[config.mk]
export PLATFORM = sky130hd
export DESIGN_NAME = countdown_timer_flat
export DESIGN_NICKNAME = d
export VERILOG_FILES = /design/src/rtl/countdown_timer_pkg.sv /design/src/rtl/countdown_timer_if.sv /design/src/rtl/countdown_timer_bcd_digit_dec.sv /design/src/rtl/countdown_timer.sv /design/src/flat_wrapper.sv
export SDC_FILE = /design/constraint.sdc
export NUM_CORES = 1
export LEC_CHECK = 0
export BUFFER_PORTS_ARGS = -buffer_cell sky130_fd_sc_hd__buf_2
export CAP_MARGIN = 15
export CORE_ASPECT_RATIO = 1.4
export CORE_UTILIZATION = 55
export CTS_CLUSTER_DIAMETER = 60
export DETAILED_ROUTE_END_ITERATION = 10
export PLACE_DENSITY_LB_ADDON = 0.25
export SLEW_MARGIN = 40
export SYNTH_ARGS = -nofsm -noshare
export SYNTH_HDL_FRONTEND = slang
export SYNTH_HIERARCHICAL = 1
export SYNTH_SLANG_ARGS = --single-unit
[constraint.sdc]
create_clock -name clk -period 4.2 [get_ports clk]
set_input_delay 0.42 -clock clk [delete_from_list [all_inputs] [get_ports clk]]
set_output_delay 0.42 -clock clk [all_outputs]
set_load 0.005 [all_outputs]
[src/rtl/countdown_timer_pkg.sv]
// Shared types and constants for the M:SS.T countdown timer.
// FSM state encoding, digit limits, and the preset clamp helper.
package countdown_timer_pkg;

    typedef enum logic [1:0] {
        ST_IDLE  = 2'd0,
        ST_RUN   = 2'd1,
        ST_PAUSE = 2'd2,
        ST_DONE  = 2'd3
    } state_e;

    localparam logic [3:0] DIG_MAX  = 4'd9;
    localparam logic [3:0] SECT_MAX = 4'd5;
    localparam int         TICK_HZ  = 10;

    function automatic logic [3:0] clamp_dig(input logic [3:0] v, input logic [3:0] lim);
        return (v > lim) ? lim : v;
    endfunction

endpackage

[src/rtl/countdown_timer_if.sv]
// Control/preset inputs and BCD/status outputs of the countdown timer.
// slave = timer side, master = controller/display side.
interface countdown_timer_if;
    logic       tick;
    logic       start;
    logic       clear;
    logic [3:0] preset_min;
    logic [2:0] preset_sec_t;
    logic [3:0] preset_sec_o;
    logic [3:0] preset_ten;
    logic [3:0] minute;
    logic [2:0] sec_tens;
    logic [3:0] sec_ones;
    logic [3:0] tenth;
    logic       running;
    logic       done;
    logic       alarm;

    modport slave (
        input  tick, start, clear, preset_min, preset_sec_t, preset_sec_o, preset_ten,
        output minute, sec_tens, sec_ones, tenth, running, done, alarm
    );

    modport master (
        output tick, start, clear, preset_min, preset_sec_t, preset_sec_o, preset_ten,
        input  minute, sec_tens, sec_ones, tenth, running, done, alarm
    );
endinterface

[src/rtl/countdown_timer_bcd_digit_dec.sv]
// One BCD digit decrementer: wraps 0 -> MAX and raises borrow_out when enabled.
// Purely combinational; no handshake.
module bcd_digit_dec #(
    parameter int           W   = 4,
    parameter logic [W-1:0] MAX = W'(9)
) (
    input  logic [W-1:0] value,
    input  logic         dec_en,
    output logic [W-1:0] next_value,
    output logic         borrow_out
);
    always_comb begin
        next_value = value;
        borrow_out = 1'b0;
        if (dec_en) begin
            if (value == '0) begin
                next_value = MAX;
                borrow_out = 1'b1;
            end else begin
                next_value = value - W'(1);
            end
        end
    end
endmodule

[src/rtl/countdown_timer.sv]
// M:SS.T countdown with start/pause, clear and timed alarm; outputs registered, 1-cycle latency.
// No backpressure: tick/start/clear are single-cycle pulses acted on when sampled.
module countdown_timer
    import countdown_timer_pkg::*;
#(
    parameter int ALARM_TICKS = 2 * TICK_HZ
) (
    input  logic              clk,
    input  logic              rst_n,
    countdown_timer_if.slave  bus
);
    localparam int CW = $clog2(ALARM_TICKS + 1);

    state_e        state_q;
    logic [3:0]    min_q, sec_o_q, ten_q;
    logic [2:0]    sec_t_q;
    logic          running_q, done_q, alarm_q;
    logic [CW-1:0] alm_cnt_q;

    logic [3:0] min_cl, sec_o_cl, ten_cl;
    logic [2:0] sec_t_cl;
    logic       preset_zero;

    logic [3:0] min_d, sec_o_d, ten_d;
    logic [2:0] sec_t_d;
    logic       b_ten, b_sec_o, b_sec_t, b_min;
    logic       dec_zero;

    assign min_cl      = clamp_dig(bus.preset_min, DIG_MAX);
    assign sec_o_cl    = clamp_dig(bus.preset_sec_o, DIG_MAX);
    assign ten_cl      = clamp_dig(bus.preset_ten, DIG_MAX);
    assign sec_t_cl    = (bus.preset_sec_t > SECT_MAX[2:0]) ? SECT_MAX[2:0] : bus.preset_sec_t;
    assign preset_zero = (min_cl == 4'd0) && (sec_t_cl == 3'd0) && (sec_o_cl == 4'd0) && (ten_cl == 4'd0);

    bcd_digit_dec #(.W(4), .MAX(DIG_MAX)) u_ten (
        .value(ten_q), .dec_en(1'b1), .next_value(ten_d), .borrow_out(b_ten)
    );
    bcd_digit_dec #(.W(4), .MAX(DIG_MAX)) u_sec_o (
        .value(sec_o_q), .dec_en(b_ten), .next_value(sec_o_d), .borrow_out(b_sec_o)
    );
    bcd_digit_dec #(.W(3), .MAX(SECT_MAX[2:0])) u_sec_t (
        .value(sec_t_q), .dec_en(b_sec_o), .next_value(sec_t_d), .borrow_out(b_sec_t)
    );
    bcd_digit_dec #(.W(4), .MAX(DIG_MAX)) u_min (
        .value(min_q), .dec_en(b_sec_t), .next_value(min_d), .borrow_out(b_min)
    );

    assign dec_zero = (min_d == 4'd0) && (sec_t_d == 3'd0) && (sec_o_d == 4'd0) && (ten_d == 4'd0);

    always_ff @(posedge clk or negedge rst_n) begin
        if (!rst_n) begin
            state_q   <= ST_IDLE;
            min_q     <= '0;
            sec_t_q   <= '0;
            sec_o_q   <= '0;
            ten_q     <= '0;
            running_q <= 1'b0;
            done_q    <= 1'b0;
            alarm_q   <= 1'b0;
            alm_cnt_q <= '0;
        end else begin
            done_q <= 1'b0;
            if (bus.clear) begin
                state_q   <= ST_IDLE;
                running_q <= 1'b0;
                alarm_q   <= 1'b0;
                alm_cnt_q <= '0;
                {min_q, sec_t_q, sec_o_q, ten_q} <= {min_cl, sec_t_cl, sec_o_cl, ten_cl};
            end else begin
                unique case (state_q)
                    ST_IDLE: begin
                        {min_q, sec_t_q, sec_o_q, ten_q} <= {min_cl, sec_t_cl, sec_o_cl, ten_cl};
                        if (bus.start && !preset_zero) begin
                            state_q   <= ST_RUN;
                            running_q <= 1'b1;
                        end
                    end
                    ST_RUN: begin
                        // b_min can only fire at 0:00.0, which RUN never holds; guard anyway.
                        if (bus.tick && !b_min) begin
                            {min_q, sec_t_q, sec_o_q, ten_q} <= {min_d, sec_t_d, sec_o_d, ten_d};
                            if (dec_zero) begin
                                state_q   <= ST_DONE;
                                running_q <= 1'b0;
                                done_q    <= 1'b1;
                                alarm_q   <= 1'b1;
                                alm_cnt_q <= '0;
                            end else if (bus.start) begin
                                state_q   <= ST_PAUSE;
                                running_q <= 1'b0;
                            end
                        end else if (bus.start) begin
                            state_q   <= ST_PAUSE;
                            running_q <= 1'b0;
                        end
                    end
                    ST_PAUSE: begin
                        if (bus.start) begin
                            state_q   <= ST_RUN;
                            running_q <= 1'b1;
                        end
                    end
                    ST_DONE: begin
                        if (bus.start || (bus.tick && alm_cnt_q == CW'(ALARM_TICKS - 1))) begin
                            state_q   <= ST_IDLE;
                            alarm_q   <= 1'b0;
                            alm_cnt_q <= '0;
                            {min_q, sec_t_q, sec_o_q, ten_q} <= {min_cl, sec_t_cl, sec_o_cl, ten_cl};
                        end else if (bus.tick) begin
                            alm_cnt_q <= alm_cnt_q + CW'(1);
                        end
                    end
                    default: state_q <= ST_IDLE;
                endcase
            end
        end
    end

    assign bus.minute   = min_q;
    assign bus.sec_tens = sec_t_q;
    assign bus.sec_ones = sec_o_q;
    assign bus.tenth    = ten_q;
    assign bus.running  = running_q;
    assign bus.done     = done_q;
    assign bus.alarm    = alarm_q;

endmodule

[src/flat_wrapper.sv]
// flat-port wrapper written by rule: the top's interface ports become plain ports
module countdown_timer_flat import countdown_timer_pkg::*;
#(
    parameter int ALARM_TICKS = 2 * TICK_HZ
)
  (clk, rst_n, bus_tick, bus_start, bus_clear, bus_preset_min, bus_preset_sec_t, bus_preset_sec_o, bus_preset_ten, bus_minute, bus_sec_tens, bus_sec_ones, bus_tenth, bus_running, bus_done, bus_alarm);
  countdown_timer_if bus_i ();
  input  logic clk;
  input  logic rst_n;
  input wire logic [$bits(bus_i.tick)-1:0] bus_tick;
  input wire logic [$bits(bus_i.start)-1:0] bus_start;
  input wire logic [$bits(bus_i.clear)-1:0] bus_clear;
  input wire logic [$bits(bus_i.preset_min)-1:0] bus_preset_min;
  input wire logic [$bits(bus_i.preset_sec_t)-1:0] bus_preset_sec_t;
  input wire logic [$bits(bus_i.preset_sec_o)-1:0] bus_preset_sec_o;
  input wire logic [$bits(bus_i.preset_ten)-1:0] bus_preset_ten;
  output wire logic [$bits(bus_i.minute)-1:0] bus_minute;
  output wire logic [$bits(bus_i.sec_tens)-1:0] bus_sec_tens;
  output wire logic [$bits(bus_i.sec_ones)-1:0] bus_sec_ones;
  output wire logic [$bits(bus_i.tenth)-1:0] bus_tenth;
  output wire logic [$bits(bus_i.running)-1:0] bus_running;
  output wire logic [$bits(bus_i.done)-1:0] bus_done;
  output wire logic [$bits(bus_i.alarm)-1:0] bus_alarm;
  assign bus_i.tick = bus_tick;
  assign bus_i.start = bus_start;
  assign bus_i.clear = bus_clear;
  assign bus_i.preset_min = bus_preset_min;
  assign bus_i.preset_sec_t = bus_preset_sec_t;
  assign bus_i.preset_sec_o = bus_preset_sec_o;
  assign bus_i.preset_ten = bus_preset_ten;
  assign bus_minute = bus_i.minute;
  assign bus_sec_tens = bus_i.sec_tens;
  assign bus_sec_ones = bus_i.sec_ones;
  assign bus_tenth = bus_i.tenth;
  assign bus_running = bus_i.running;
  assign bus_done = bus_i.done;
  assign bus_alarm = bus_i.alarm;
  countdown_timer #(.ALARM_TICKS(ALARM_TICKS)) u_core (.clk(clk), .rst_n(rst_n), .bus(bus_i));
endmodule
==> impl_metrics.env, run 1 <==
export IMPL_antenna_found_initial=0
export IMPL_netlist_area_leader_share_pct=32.3
export IMPL_yosysTopAreaCell="dfrtp_1"
export IMPL_die_area_um2=3770
export IMPL_min_period_over_period_pct=87.9
export IMPL_chipWidth_um=52.2
export IMPL_fmax_mhz=271
export IMPL_n_fill_cell=311
export IMPL_rows=25
export IMPL_drv_slew=0
export IMPL_ys_async_sr_fraction_pct=100
export IMPL_cp_cell_sequence="nand2b_4, nor4_1, nand2b_4, nor4_1, buf_4, and2_2, nand2b_4, nor3_1, xor2_1, nor4_1, a41oi_1, a211oi_1, mux2i_1"
export IMPL_max_vdd_ir_drop_uv=196
export IMPL_p_per_area_nw_per_um2=283
export IMPL_leakage_nw=1.02
export IMPL_ys_ff_latch=25
export IMPL_cp_arrival_ns=3.89
export IMPL_gp_congestion=0.875
export IMPL_synth_enable_flop_cells=0
export IMPL_required_ns=4.40
export IMPL_synth_warnings=6
export IMPL_worstMarginPinSlew_ns=0.732
export IMPL_core_area_um2=3380
export IMPL_endpoint_kind="register"
export IMPL_syn_area_um2=1940
export IMPL_postCtsSetupBuffers=0
export IMPL_period_needed_ns=3.69
export IMPL_r2r_start="u_core/bus.tenth[0]"
export IMPL_ys_flop_type="dfrtp_1"
export IMPL_cp_max_fo=6
export IMPL_clkLatencyLatePin_ns=0.27
export IMPL_grt_max_degree=26
export IMPL_finalNonFillerCells=287
export IMPL_regToRegEndpoint="u_core/alm_cnt_q[1]"
export IMPL_outcome="finished clean"
export IMPL_min_path_type="primary input to asynchronous set/reset pin"
export IMPL_crit_path_max_incr_delay_ns=0.55
export IMPL_path_clk_slew_ns=0.09
export IMPL_dp_cells=283
export IMPL_reg2reg_depth=13
export IMPL_power_frac_seq_pct=48.5
export IMPL_area_delta_synth_final_pct=12.8
export IMPL_reg2reg_slack_ns=0.51
export IMPL_grt_usage_pct=25.9
export IMPL_critical_path_top_delay_family="simple AND/OR/NAND/NOR gates"
export IMPL_rsz0062_at_grt="false"
export IMPL_cts_tree="done"
export IMPL_drt_initial_drc_count=49
export IMPL_num_nets_final=270
export IMPL_io_buffers=37
export IMPL_relSlewSlack_pct=50.8
export IMPL_finalSetupViolCount=0
export IMPL_die_h_um=72.2
export IMPL_cts_max_path_buffers=2
export IMPL_cts_root_buffer="clkbuf_8"
export IMPL_start_util_pct=57.4
export IMPL_synth_avg_cell_area_um2=9.14
export IMPL_dr_pass1_iters=4
export IMPL_worst_path_buf_inv=1
export IMPL_dp_hpwl_um=3400
export IMPL_crit_type="register to register"
export IMPL_cts_buffers=3
export IMPL_regArea_um2=626
export IMPL_via_per_inst=6.12
export IMPL_swShare_pct=33.1
export IMPL_power_frac_clock_pct=23.2
export IMPL_grt_pass1_wl_um=7400
export IMPL_drtAntennaViolNets=0
export IMPL_cts_resized=0
export IMPL_vias=1757
export IMPL_cts_sink_count=25
export IMPL_wl_um=4470
export IMPL_setup_tns_ns=0
export IMPL_syn_inst=212
export IMPL_cap_violations=0
export IMPL_cts_htree_levels=1
export IMPL_first_global_vias=1617
export IMPL_ys_seq_area_share_pct=32.3
export IMPL_cp_slowest_cell="nor4_1"
export IMPL_worst_clock_skew_ns=0.00295
export IMPL_drive_above_1_share_pct=23.5
export IMPL_routedWlPerCell_um=15.6
export IMPL_intPower_uw=415
export IMPL_synth_cell_types=49
export IMPL_multiInputGateArea_um2=1200
export IMPL_grt_ovfl_total=0
export IMPL_power_switching_uw=205
export IMPL_cp_start_kind="register"
export IMPL_ioPinCount=38
export IMPL_drc=0
export IMPL_hold_viol_final=0
export IMPL_synth_area_leaders="dfrtp_1 (32%), mux2i_1 (5.7%), mux2_1 (4.1%)"
export IMPL_hold_buffers=0
export IMPL_antenna_cells=0
export IMPL_p_comb_share_pct=28.3
## cell usage in the layout, fill, tap and decap left out, types with 2 or more instances in the layout
| cell type | synthesis | final |
|---|---|---|
| a21o_2 | 3 | 3 |
| a21oi_1 | 12 | 12 |
| a31oi_1 | 4 | 4 |
| buf_2 | 4 | 37 |
| clkbuf_8 | 0 | 3 |
| conb_1 | 1 | 2 |
| dfrtp_1 | 25 | 25 |
| ha_1 | 2 | 2 |
| inv_1 | 20 | 20 |
| mux2_1 | 7 | 7 |
| mux2_2 | 2 | 2 |
| mux2_4 | 3 | 3 |
| mux2i_1 | 11 | 11 |
| nand2_1 | 10 | 10 |
| nand2b_1 | 3 | 3 |
| nand2b_4 | 3 | 3 |
| nand4_1 | 3 | 3 |
| nor2_1 | 14 | 14 |
| nor2b_1 | 2 | 2 |
| nor3_1 | 11 | 11 |
| nor3b_1 | 7 | 7 |
| nor4_1 | 10 | 10 |
| o211a_1 | 2 | 2 |
| o211ai_1 | 5 | 5 |
| o21ai_0 | 11 | 11 |
| o22ai_1 | 2 | 2 |
| or4b_1 | 5 | 5 |
| xor2_1 | 6 | 6 |
## worst reg2reg max path, delay by kind of cell (launching register included)
| family | cells | cell delay, ns |
|---|---|---|
| AOI/OAI and AO/OA | 2 | 0.82 |
| xor gates and xnor gates | 1 | 0.13 |
| buffers and inverters | 1 | 0.18 |
| DFF | 1 | 0.41 |
| muxes | 1 | 0.23 |
| and+or+nand+nor | 8 | 1.83 |
## kinds of logic (layout without fill, tap and decap cells)
family / Yosys count / count (layout) / synth area share, %
muxes: 23 / 23 / 13.2
buffers and inverters: 28 / 62 / 6.46
AOI/OAI and AO/OA: 53 / 53 / 19.2
other: 1 / 2 / 0.193
xor gates and xnor gates: 6 / 6 / 2.71
adders and majority gates: 2 / 2 / 1.29
and+or+nand+nor: 74 / 74 / 24.6
DFF: 25 / 25 / 32.3
## layer usage
metal  track usage [%]  up-vias  wire length (um)
met1              29.7      848              1840
met5                 0        -                 0
met3              2.31        5               166
met4              7.89        0                55
met2              48.9       55              2410
li1                  -      849                 -
## power by group through the flow
| stage | logic (mW) | registers, mW | clock network [mW] |
|---|---|---|---|
| 6_report | 0.175 | 0.301 | 0.144 |
| 2_1_floorplan | 0.119 | 0.296 | 0 |
| 4_1_cts | 0.175 | 0.301 | 0.147 |
| 3_5_place_dp | 0.175 | 0.305 | 0 |
| 3_3_place_gp | 0.173 | 0.304 | 0 |
| 5_1_grt | 0.193 | 0.306 | 0.157 |
## through the flow
| stage | hold slack [ns] | instance area [um2] | util [%] | power, mW | worst slack [ns] |
|---|---|---|---|---|---|
| final | 0.132 | 2190 | 64.7 | 0.620 | 0.509 |
| after global routing | 0.180 | 2190 | 64.7 | 0.656 | 0.204 |
| after CTS | 0.156 | 2190 | 64.7 | 0.623 | 0.494 |
| after detailed placement | 0.453 | 2140 | 63.4 | 0.480 | 0.508 |
| after floorplan | 0.124 | 1940 | - | 0.416 | 0.694 |
| after global placement | 0.448 | 2130 | 63.2 | 0.478 | 0.561 |
## state kept, by name, summed over array words and instances, names as in the netlist
name	count
u_core/bus.tenth	4
u_core/state_q	2
u_core/alm_cnt_q	5
u_core/bus.minute	4
u_core/bus.alarm	1
u_core/bus.running	1
u_core/bus.sec_tens	3
u_core/bus.sec_ones	4
u_core/bus.done	1
## layout make-up
cell class,count,area share [%]
multi-input cells,160,54.8
clock buffers,4,2.06
well taps,40,2.29
inverters,20,3.43
flip-flops and latches,25,28.6
repair buffers,38,8.81
## synthesized netlist by cell type, types with 2 or more instances
master,instances
nor3b_1,7
nand2b_1,3
a21o_2,3
nand2_1,10
o22ai_1,2
nor2b_1,2
o211ai_1,5
xor2_1,6
o211a_1,2
buf_2,4
or4b_1,5
nor2_1,14
a31oi_1,4
nor3_1,11
clkbuf_1,2
inv_1,20
ha_1,2
nor4_1,10
buf_6,2
nand2b_4,3
dfrtp_1,25
mux2_2,2
mux2_4,3
mux2_1,7
nand4_1,3
a21oi_1,12
mux2i_1,11
o21ai_0,11
## how the worst max path moves through the flow
stage	start	end	slack, ns	cells past startpoint
after CTS	u_core/bus.tenth[0]	u_core/alm_cnt_q[1]	0.49	13
final	u_core/bus.tenth[0]	u_core/alm_cnt_q[1]	0.51	13
after floorplan	u_core/bus.tenth[0]	u_core/bus.minute[3]	0.69	13
after detailed placement	u_core/bus.tenth[0]	u_core/alm_cnt_q[1]	0.51	13
after global routing	u_core/bus.tenth[0]	u_core/alm_cnt_q[1]	0.20	13
after global placement	u_core/bus.tenth[0]	u_core/alm_cnt_q[0]	0.56	13
Power figures use the tool's default switching activity.
==> run 2, diff against run 1 <==
--- a/config.mk
+++ b/config.mk
@@ -8,10 +8,12 @@
 export BUFFER_PORTS_ARGS = -buffer_cell sky130_fd_sc_hd__buf_2
 export CAP_MARGIN = 15
 export CORE_ASPECT_RATIO = 1.4
-export CORE_UTILIZATION = 55
+export CORE_MARGIN = 3
+export CORE_UTILIZATION = 50
 export CTS_CLUSTER_DIAMETER = 60
 export DETAILED_ROUTE_END_ITERATION = 10
 export PLACE_DENSITY_LB_ADDON = 0.25
+export SKIP_LAST_GASP = 1
 export SLEW_MARGIN = 40
 export SYNTH_ARGS = -nofsm -noshare
 export SYNTH_HDL_FRONTEND = slang
==> constraint.sdc (replaced) <==
create_clock -name clk -period 3.16 [get_ports clk]
set_input_delay 0.316 -clock clk [delete_from_list [all_inputs] [get_ports clk]]
set_output_delay 0.316 -clock clk [all_outputs]
set_load 0.005 [all_outputs]
==> run 2 against run 1 <==
Critical path type unchanged. Combinational power rose by 54%. Highest routed layer unchanged. Clock skew increased by 0.0047 ns. Count of clock-buffer cells in the layout down 1.
==> impl_metrics.env, run 2 (same netlist as run 1, synthesis figures left out) <==
export IMPL_cp_arrival_ns=3.14
export IMPL_p_comb_share_pct=31.4
export IMPL_fmax_mhz=335
export IMPL_intPower_uw=569
export IMPL_rows=26
export IMPL_rsz0062_at_grt="true"
export IMPL_first_global_vias=1684
export IMPL_p_per_area_nw_per_um2=368
export IMPL_num_nets_final=283
export IMPL_highest_layer="met4"
export IMPL_cp_start_kind="register"
export IMPL_holdWs_ns=0.0327
export IMPL_final_common_cell="buf_2"
export IMPL_power_frac_clock_pct=22.6
export IMPL_cp_slowest_cell="o41ai_1"
export IMPL_drtAntennaViolNets=0
export IMPL_path_clk_slew_ns=0.09
export IMPL_die_h_um=79.7
export IMPL_grt_ovfl_total=0
export IMPL_cts_tree="done"
export IMPL_min_path_type="primary input to asynchronous set/reset pin"
export IMPL_worst_clock_skew_ns=0.00760
export IMPL_grt_usage_pct=21.2
export IMPL_dp_hpwl_um=3550
export IMPL_outcome="finished clean"
export IMPL_drt_initial_drc_count=66
export IMPL_vias=1809
export IMPL_dr_pass1_iters=5
export IMPL_cap_violations=0
export IMPL_area_delta_synth_final_pct=20.5
export IMPL_grt_pass1_wl_um=7760
export IMPL_worstMarginPinSlew_ns=0.588
export IMPL_hold_buffers=0
export IMPL_core_area_um2=3680
export IMPL_cts_root_buffer="clkbuf_8"
export IMPL_reg2reg_slack_ns=0.17
export IMPL_regToRegEndpoint="u_core/bus.alarm"
export IMPL_cp_max_fo=6
export IMPL_grt_max_degree=26
export IMPL_antenna_cells=0
export IMPL_die_area_um2=4670
export IMPL_io_buffers=37
export IMPL_crit_start="u_core/bus.tenth[0]"
export IMPL_endpoint="u_core/bus.alarm"
export IMPL_cts_buffers=3
export IMPL_gp_congestion=0.806
export IMPL_reg2reg_depth=13
export IMPL_swShare_pct=33.8
export IMPL_period_needed_ns=2.99
export IMPL_regMostFlops="u_core/alm_cnt_q"
export IMPL_min_period_over_period_pct=94.6
export IMPL_crit_path_max_incr_delay_ns=0.42
export IMPL_ioPinCount=38
export IMPL_drive_above_1_share_pct=30.4
export IMPL_r2r_start="u_core/bus.tenth[0]"
export IMPL_cts_max_path_buffers=2
export IMPL_drc=0
export IMPL_power_switching_uw=290
export IMPL_regArea_um2=626
export IMPL_setup_tns_ns=0
export IMPL_leakage_nw=1.09
export IMPL_wl_um=4800
export IMPL_crit_type="register to register"
export IMPL_max_vdd_ir_drop_uv=215
export IMPL_cts_sink_count=25
export IMPL_relSlewSlack_pct=60.8
export IMPL_routedWlPerCell_um=15.9
export IMPL_drt_met1_wl_um=2030
export IMPL_start_util_pct=52.7
export IMPL_via_per_inst=5.99
export IMPL_antenna_found_initial=0
export IMPL_chipWidth_um=58.6
export IMPL_required_ns=3.31
export IMPL_endpoint_kind="register"
export IMPL_layout_common_cells="buf_2 (37), dfrtp_1 (25), inv_1 (20)"
export IMPL_drv_slew=0
export IMPL_cts_htree_levels=1
export IMPL_multiInputGateArea_um2=1240
export IMPL_met3_length_um=155
export IMPL_power_frac_seq_pct=46.0
export IMPL_largest_reg_flops=5
export IMPL_hold_viol_final=0
export IMPL_n_fill_cell=332
export IMPL_clkLatencyLatePin_ns=0.27
export IMPL_finalSetupViolCount=0
export IMPL_wl_met2_um=2540
export IMPL_cp_cell_sequence="nand2b_4, nor4_2, buf_4, nand2b_4, nor4_2, and2_2, nand2b_4, nor3_1, xor2_1, nor4_2, a41oi_2, o41ai_1, o21ai_1"
-- run 2: cell count changes in the layout (fill, tap and decap cells not counted), sizes merged --
cell,delta
buf,+13
clkinv,+1
clkbuf,-1
-- run 2: worst max-delay path: cells and delay by family, from the launching register on --
family / cells / cell delay (ns)
compound gates: 3 / 0.79
xor+xnor: 1 / 0.13
buf+inv: 1 / 0.17
flops: 1 / 0.38
simple gates: 8 / 1.40
-- run 2: what timing repair did --
action | in CTS | in global routing
resized for setup | 3 | 4
setup endpoints to repair | 3 | 20
gates cloned | 0 | 0
pin swaps | 0 | 2
setup buffers | 0 | 2
-- run 2: metrics by stage --
step	util, %	setup slack [ns]	cells	total power, mW	cell area, um2
after floorplan	-	0.00382	213	0.555	1950
after global placement	60.7	-0.0326	296	0.652	2230
after detailed placement	60.7	-0.102	296	0.655	2230
after CTS	62.5	0.0363	300	0.860	2300
after global routing	63.5	-0.0361	302	0.917	2330
final	63.5	0.172	302	0.859	2330
-- run 2: power by group through the flow --
stage                     logic, mW  clock network (mW)  registers [mW]
after detailed placement      0.255                   0           0.400
after floorplan               0.159                   0           0.395
after global routing          0.297               0.219           0.402
after CTS                     0.261               0.204           0.394
final                         0.270               0.194           0.395
after global placement        0.253                   0           0.399
-- run 2: cell type report --
cell class	instances	share of cell area, %
Clock buffer	3	1.77
Tap cell	42	2.25
Clock inverter	1	0.214
Multi-Input combinational cell	160	53.3
Sequential cell	25	26.8
Timing Repair Buffer	51	12.4
Inverter	20	3.22
-- run 2: how the worst min path moves through the flow --
stage | from | end | slack, ns
floorplan | rst_n | u_core/alm_cnt_q[0] | 0.02
global placement | rst_n | u_core/bus.sec_tens[0] | 0.36
detailed placement | rst_n | u_core/bus.sec_tens[1] | 0.36
CTS | rst_n | u_core/bus.sec_tens[1] | 0.05
global route | rst_n | u_core/bus.sec_tens[2] | 0.07
finish | rst_n | u_core/bus.sec_tens[2] | 0.03
-- run 2: layer usage --
layer / vias to the layer above / global-route usage, %
li1: 877 / -
met1: 888 / 26.3
met2: 38 / 37.0
met3: 6 / 1.94
met4: 0 / 8.16
met5: - / 0
==> run 3, diff against run 2 <==
--- a/config.mk
+++ b/config.mk
@@ -11,8 +11,9 @@
 export CORE_MARGIN = 3
 export CORE_UTILIZATION = 50
 export CTS_CLUSTER_DIAMETER = 60
+export CTS_CLUSTER_SIZE = 20
 export DETAILED_ROUTE_END_ITERATION = 10
-export PLACE_DENSITY_LB_ADDON = 0.25
+export PLACE_DENSITY = 0.75
 export SKIP_LAST_GASP = 1
 export SLEW_MARGIN = 40
 export SYNTH_ARGS = -nofsm -noshare
==> run 3 against run 2 <==
Final area is 2.4% higher. Fmax rose by 0.77%. Largest power group unchanged. Register-to-register slack gained 0.02 ns. Sequential share of layout area is 0.62 points lower. Sequential power about the same. Highest routed layer unchanged. First-iteration DRC count increased by 39%. Setup slack better by 0.023 ns.
==> impl_metrics.env, run 3 (same netlist as run 1, synthesis figures left out) <==
export IMPL_hold_buffers=0
export IMPL_cp_start_kind="register"
export IMPL_drv_slew=0
export IMPL_core_area_um2=3680
export IMPL_cts_sink_count=25
export IMPL_dr_pass1_iters=4
export IMPL_min_period_over_period_pct=93.8
export IMPL_period_needed_ns=2.97
export IMPL_finalNonFillerCells=303
export IMPL_cts_buffers=3
export IMPL_cap_violations=0
export IMPL_crit_start="u_core/bus.tenth[0]"
export IMPL_setup_slack_ns=0.194
export IMPL_crit_path_frequent_cell="nand2b_4"
export IMPL_max_vdd_ir_drop_uv=233
export IMPL_cts_htree_levels=1
export IMPL_dp_hpwl_um=3640
export IMPL_drtAntennaViolNets=0
export IMPL_dp_cells=294
export IMPL_worst_clock_skew_ns=0.00544
export IMPL_clkLatencyLatePin_ns=0.26
export IMPL_n_fill_cell=321
export IMPL_finalPower_uw=873
export IMPL_multiInputGateArea_um2=1280
export IMPL_num_nets_final=284
export IMPL_rows=26
export IMPL_utilization_pct=65.0
export IMPL_min_path_type="primary input to asynchronous set/reset pin"
export IMPL_fmax_mhz=337
export IMPL_rsz0062_at_grt="true"
export IMPL_antenna_cells=0
export IMPL_finalSetupViolCount=0
export IMPL_largest_reg_flops=5
export IMPL_start_util_pct=52.7
export IMPL_vias=1839
export IMPL_worst_path_buf_inv=1
export IMPL_routedWlPerCell_um=16.2
export IMPL_holdWs_ns=0.0404
export IMPL_cts_max_path_buffers=2
export IMPL_die_h_um=79.7
export IMPL_chipWidth_um=58.6
export IMPL_cp_max_fo=6
export IMPL_cp_arrival_ns=3.16
export IMPL_io_buffers=37
export IMPL_regMostFlops="u_core/alm_cnt_q"
export IMPL_wl_um=4920
export IMPL_required_ns=3.35
export IMPL_antenna_found_initial=0
export IMPL_crit_type="register to register"
export IMPL_cp_slowest_cell="dfrtp_1"
export IMPL_cts_tree="done"
export IMPL_drive_above_1_share_pct=30.7
export IMPL_final_common_cell="buf_2"
export IMPL_gp_congestion=0.884
export IMPL_grt_max_degree=26
export IMPL_drt_initial_drc_count=92
export IMPL_grt_ovfl_total=0
export IMPL_via_per_inst=6.07
export IMPL_grt_pass1_wl_um=7870
export IMPL_path_clk_slew_ns=0.09
export IMPL_hold_viol_final=0
export IMPL_cp_cell_sequence="nand2b_4, nor4_2, buf_4, nand2b_4, nor4_4, and2_4, nand2b_4, o21ai_1, nand2_1, nor4_4, a41oi_2, a211oi_2, mux2i_1"
export IMPL_layout_common_cells="buf_2 (37), dfrtp_1 (25), inv_1 (20)"
export IMPL_relSlewSlack_pct=56.2
export IMPL_cts_root_buffer="clkbuf_8"
export IMPL_regArea_um2=626
export IMPL_first_global_vias=1790
export IMPL_critical_path_top_delay_family="simple AND/OR/NAND/NOR gates"
export IMPL_leakage_nw=1.10
export IMPL_preCtsSetupSlack_ns=0.0202
export IMPL_r2r_start="u_core/bus.tenth[0]"
export IMPL_drc=0
export IMPL_outcome="finished clean"
export IMPL_area_delta_synth_final_pct=23.3
export IMPL_endpoint_kind="register"
export IMPL_ioPinCount=38
export IMPL_crit_path_max_incr_delay_ns=0.40
export IMPL_p_per_area_nw_per_um2=365
export IMPL_grt_usage_pct=21.3
export IMPL_die_area_um2=4670
export IMPL_worstMarginPinSlew_ns=0.651
==> run 3: timing repair <==
action,in CTS,in global routing
setup endpoints to repair,1,16
resized for setup,1,12
endpoints found under the hold margin,0,0
gates cloned,0,0
buffers inserted,0,5
pin swaps,0,8
==> run 3: worst paths after layout <==
check / endpoint / slack, ns / cells after the start
max: u_core/alm_cnt_q[1] / 0.19 / 13
min: u_core/bus.tenth[0] / 0.04 / 1
max reg2reg: u_core/alm_cnt_q[1] / 0.19 / 13
min reg2reg: u_core/bus.sec_tens[2] / 0.54 / 1
max in group asynchronous: u_core/bus.minute[2] / 2.72 / 1
min in group clk: u_core/state_q[0] / 0.38 / 2
==> run 3: layout make-up <==
class | instances | area share, %
well taps | 42 | 2.20
flip-flops and latches | 25 | 26.2
multi-input cells | 160 | 53.6
inverters | 20 | 3.14
repair buffers | 52 | 13.0
clock buffers | 4 | 1.88
==> run 3: power breakdown <==
part / leakage, nW / switching [mW] / total, mW / internal [mW]
registers: 0.316 / 0.0473 / 0.397 / 0.350
logic: 0.760 / 0.147 / 0.283 / 0.136
clock network: 0.0228 / 0.103 / 0.193 / 0.0900
total: 1.10 / 0.297 / 0.873 / 0.576
==> run 3: metrics by stage <==
step	TNS [ns]	instance area, um2
CTS	0	2280
detailed placement	0	2230
floorplan	0	1950
finish	0	2390
global route	-0.00422	2390
global placement	0	2230
==> run 3: per-layer routing <==
layer | part of all wire (%) | GRT usage, %
met2 | 54 | 41.8
met1 | 41 | 23.6
met5 | 0 | 0
met3 | 3.5 | 2.10
met4 | 1.2 | 5.22
